**src/rtl/mode_sel_fsm.sv**
```systemverilog
// N-way mode selector: debounced press steps a mode index up/down with wrap or
// saturation, plus a synchronous load and a one-cycle step pulse.
module mode_sel_fsm #(
    parameter  int N_MODES    = 4,
    parameter  int DEB_CYCLES = 4,
    parameter  int WRAP       = 1,
    localparam int MODE_W     = (N_MODES > 2) ? $clog2(N_MODES) : 1
) (
    input  logic              clk,
    input  logic              rst,
    input  logic              in,
    input  logic              dir,
    input  logic              load,
    input  logic [MODE_W-1:0] load_val,
    output logic [MODE_W-1:0] mode,
    output logic [N_MODES-1:0] sel_out,
    output logic              step_out
);

    typedef enum logic [1:0] {LOW, RISE, HIGH, FALL} deb_t;

    localparam logic [7:0]      CNT_LAST = 8'(DEB_CYCLES - 1);
    localparam logic [MODE_W:0] TOP      = (MODE_W+1)'(N_MODES - 1);
    localparam logic [MODE_W:0] LIMIT    = (MODE_W+1)'(N_MODES);

    deb_t              state;
    logic [7:0]        cnt;
    logic              accept;
    logic              load_ok;
    logic [MODE_W:0]   mode_x;
    logic [MODE_W:0]   step_val;
    logic [MODE_W-1:0] mode_nxt;
    logic              step_nxt;

    always_comb begin
        accept = 1'b0;
        case (state)
            LOW:     accept = in && (DEB_CYCLES == 1);
            RISE:    accept = in && (cnt == CNT_LAST);
            default: accept = 1'b0;
        endcase

        // Extra headroom bit keeps the +1 from aliasing back into range for
        // non-power-of-two N_MODES before the end-of-range compare.
        mode_x = {1'b0, mode};
        if (!dir) begin
            if (mode_x == TOP) step_val = (WRAP != 0) ? '0 : mode_x;
            else               step_val = mode_x + 1'b1;
        end else begin
            if (mode_x == '0)  step_val = (WRAP != 0) ? TOP : mode_x;
            else               step_val = mode_x - 1'b1;
        end

        load_ok  = load && ({1'b0, load_val} < LIMIT);
        mode_nxt = mode;
        step_nxt = 1'b0;
        // Any load strobe consumes a coincident press, even an ignored one.
        if (load_ok) begin
            mode_nxt = load_val;
        end else if (accept && !load) begin
            mode_nxt = step_val[MODE_W-1:0];
            step_nxt = (step_val != mode_x);
        end
    end

    always_ff @(posedge clk) begin
        if (!rst) begin
            state    <= LOW;
            cnt      <= '0;
            mode     <= '0;
            sel_out  <= N_MODES'(1);
            step_out <= 1'b0;
        end else begin
            case (state)
                LOW: if (in) begin
                    if (DEB_CYCLES == 1) state <= HIGH;
                    else begin
                        state <= RISE;
                        cnt   <= 8'd1;
                    end
                end
                RISE: begin
                    if (!in) begin
                        state <= LOW;
                        cnt   <= '0;
                    end else if (cnt == CNT_LAST) begin
                        state <= HIGH;
                        cnt   <= '0;
                    end else begin
                        cnt <= cnt + 8'd1;
                    end
                end
                HIGH: if (!in) begin
                    if (DEB_CYCLES == 1) state <= LOW;
                    else begin
                        state <= FALL;
                        cnt   <= 8'd1;
                    end
                end
                FALL: begin
                    if (in) begin
                        state <= HIGH;
                        cnt   <= '0;
                    end else if (cnt == CNT_LAST) begin
                        state <= LOW;
                        cnt   <= '0;
                    end else begin
                        cnt <= cnt + 8'd1;
                    end
                end
                default: begin
                    state <= LOW;
                    cnt   <= '0;
                end
            endcase
            mode     <= mode_nxt;
            sel_out  <= N_MODES'(1) << mode_nxt;
            step_out <= step_nxt;
        end
    end

endmodule

```
**config.mk**
```make
export PLATFORM = sky130hd
export DESIGN_NAME = mode_sel_fsm
export DESIGN_NICKNAME = d
export VERILOG_FILES = /design/src/rtl/mode_sel_fsm.sv
export SDC_FILE = /design/constraint.sdc
export NUM_CORES = 1
export LEC_CHECK = 0
export CAP_MARGIN = 25
export CORE_MARGIN = 2
export CORE_UTILIZATION = 51
export DETAILED_ROUTE_END_ITERATION = 7
export GPL_TIMING_DRIVEN = 0
export PLACE_DENSITY_LB_ADDON = 0.12
export SLEW_MARGIN = 20
export SYNTH_ARGS = -nofsm -noshare
export SYNTH_HDL_FRONTEND = slang
export SYNTH_SLANG_ARGS = --single-unit
```
**constraint.sdc**
```tcl
create_clock -name clk -period 2.3 [get_ports clk]
set_clock_uncertainty 0.1 [all_clocks]
set_input_delay 0.46 -clock clk [delete_from_list [all_inputs] [get_ports clk]]
set_output_delay 0.46 -clock clk [all_outputs]
set_load 0.05 [all_outputs]
```
==> results.md <==
- Syn_nets: 103
- Nets@finish: approximately 120
- Initial Util: 53.5%
- Storage cell area: 340 um^2
- Commonest non-fill, non-tap cell in the layout: dfxtp_1
- Vias in the first global route: 652
- Fin Hold WS: 0.429 ns
- Via-per-instance ratio: 5.38
- Share of layout cells above drive strength 1: 12.8%
- Synthesized area: around 910 um^2
- Worst-Margin Slew: 0.621 ns
- Average cell area after synthesis: 9.93 um^2
- Hold buffer count at cts: 0
- Worst-Skew Late Latency: 0.28 ns
- Final setup vio count: 0
- Min Tclk post-route: 2.14 ns
- Via count: 721
- Period Utilization, post-route: between 90 and 100%
- Core area: 0.00171 mm^2
- Clock transition at path regs: 0.09 ns
- Io pins: 14
- Count of pins over their slew limit: 0
- Largest net degree at the start of global routing: 11
- Pwr dens: 520 mW/mm^2
- Largest area contributor in the netlist: dfxtp_1
- Aggregate global-route resource usage: 18.4%
- # clock sinks: 17
- Slew HR: around 60%
- Setup TNS: 0 ns
- R2R Path End: cnt[6]$_SDFFE_PN0P_
- CP top delay family: buffers and inverters
- Reg-to-reg slack, setup: between 0.3 and 0.4 ns
- Cells after Synth: 92
- Crit. path cell count: 1
- CP startpoint: mode[1]$_SDFF_PN0_
- Post-synth EDFFs: 0
- Placed cells: 130
- Post-CTS Resized: 0
- FFs w/ async S/R, synth: 0%
- CTS tree: done
- Worst path slowest cell: clkdlybuf4s50_1
- RR Startpoint: cnt[0]$_SDFFE_PN0P_
- Placed Area: 0.00107 mm^2
- Final setup margin: 0.163 ns
- Crit path cell chain: clkdlybuf4s50_1
- Most frequent cells in the layout: dfxtp_1 (17), clkdlybuf4s50_1 (13), xor2_1 (9)
- FMAX: 468 MHz
- Hold Vio Cnt, Final: 0
- Total power: 0.572 mW
- Syn-to-layout area delta: 20.5%
- First-pass GRT wire length: ~2.8 mm
- WL per Instance: around 13 um
- Count of buffer and inverter cells on the critical path: 1
- Die X-Extent: 46.3 um
- Peak VDD IR: approximately 0.32 mV
- N_diodes: 0
- Lkg Pwr: roughly 0.44 nW
- Yosys Warn Count: 0
- CTS buffer count: 3
- DR iter-0 viols: 10
- Router iterations before antenna repair: 4
- Post-route cell area: 0.00110 mm^2
- Height of the chip: about 46 um
- Area contributors post-synth: dfxtp_1 (37%), xor2_1 (8.6%), ha_1 (5.5%)
- Die ar.: 0.00215 mm^2
- Crit. End Element: output port
- Synth top area share: 37.3%
- Status: finished clean
- Flops & latches, synth: 17
- Worst min path class: reg -> reg
- Most used DFF post-synth: dfxtp_1
- DRT Wirelength: about 1.7 mm
- Critical Path RT: 1.74 ns
- Area occupied by multi-input gates: ~550 um^2
- Cell Count, Final, Fillers Out: about 130
- Worst Setup EP: mode[1]
- Crit Path Class: reg -> out
- DPL Wire Length: 1.30 mm
- Crit path max fanout: 5
- Root Driver: clkbuf_4
- RSZ-0062 raised after global routing: no
- H-tree depth: 1
- Grt ovf: 0
- Cell count of the worst reg-to-reg path: 5
- Critical path's largest stage delay: around 0.86 ns
- Buffers on Ports: 13
- Register area share after synthesis: a little under two fifths
- Distinct cells, synth: 34
- Antenna Nets Post-Route: 0
- Fillers: 148
- Place WS: 0.0570 ns
- Final design utilization: 64.5%
- Rows: 15
- Clk buf depth: 2
- Worst Setup Start Kind: flip-flop
- DRC: 0
- Post-CTS setup buffers: 0
- Antenna violations before repair: 0
- CP Data Arrival Time: 1.58 ns
- Placer congestion estimate: 0.808
- MaxCap Viol Count: 0
[where the power goes]
| part | internal, mW | total (mW) | switching (mW) |
|---|---|---|---|
| Combinational | 0.0450 | 0.105 | 0.0602 |
| Clock | 0.0672 | 0.156 | 0.0885 |
| Sequential | 0.303 | 0.311 | 0.00770 |
| Total | 0.416 | 0.572 | 0.156 |
[metal layers]
| metal | up-vias | GRT usage, % | part of all wire (%) |
|---|---|---|---|
| li1 | 367 | - | - |
| met1 | 340 | 24.1 | 50 |
| met2 | 10 | 29.2 | 45 |
| met3 | 4 | 3.53 | 3.5 |
| met4 | 0 | 8.00 | 1.6 |
| met5 | - | 0 | 0 |
[registers in the layout (all words and copies together), names as in the netlist, named ones only]
name	flops
cnt	8
sel_out	4
mode	2
state	1
step_out	1
[worst min path at each step]
stage	startpoint	to	slack, ns	cells after the start
floorplan	flip-flop	flip-flop	0.38	2
global placement	flip-flop	flip-flop	0.40	2
detailed placement	flip-flop	flip-flop	0.41	2
CTS	flip-flop	flip-flop	0.43	2
global route	flip-flop	flip-flop	0.46	2
finish	flip-flop	flip-flop	0.43	2
[synth_stat cells (3+ instances only)]
master / number
and3_1: 4
dfxtp_1: 17
ha_1: 4
nand2_1: 5
nand3_1: 4
nor2_1: 7
nor2b_1: 3
o2111ai_1: 4
o21ai_0: 3
xor2_1: 9
[cells by family (layout without fill, tap and decap cells)]
group           count (synthesis)  count (layout)  share of synthesized area (%)
simple gates                   39              39                           29.2
flops                          17              17                           37.3
compound gates                 16              16                           13.2
xor+xnor                        9               9                           8.63
fa+ha+maj                       4               4                           5.48
buf+inv                         4              21                           2.47
mux                             3               3                           3.84
[cell type report]
class                   count  share of cell area [%]
repair buffers             13                    11.8
plain buffers               2                    1.36
flip-flops and latches     17                    30.9
inverters                   2                   0.682
clock buffers               4                    2.39
well taps                  25                    2.84
multi-input cells          71                    50.0
Power figures use the tool's default switching activity.
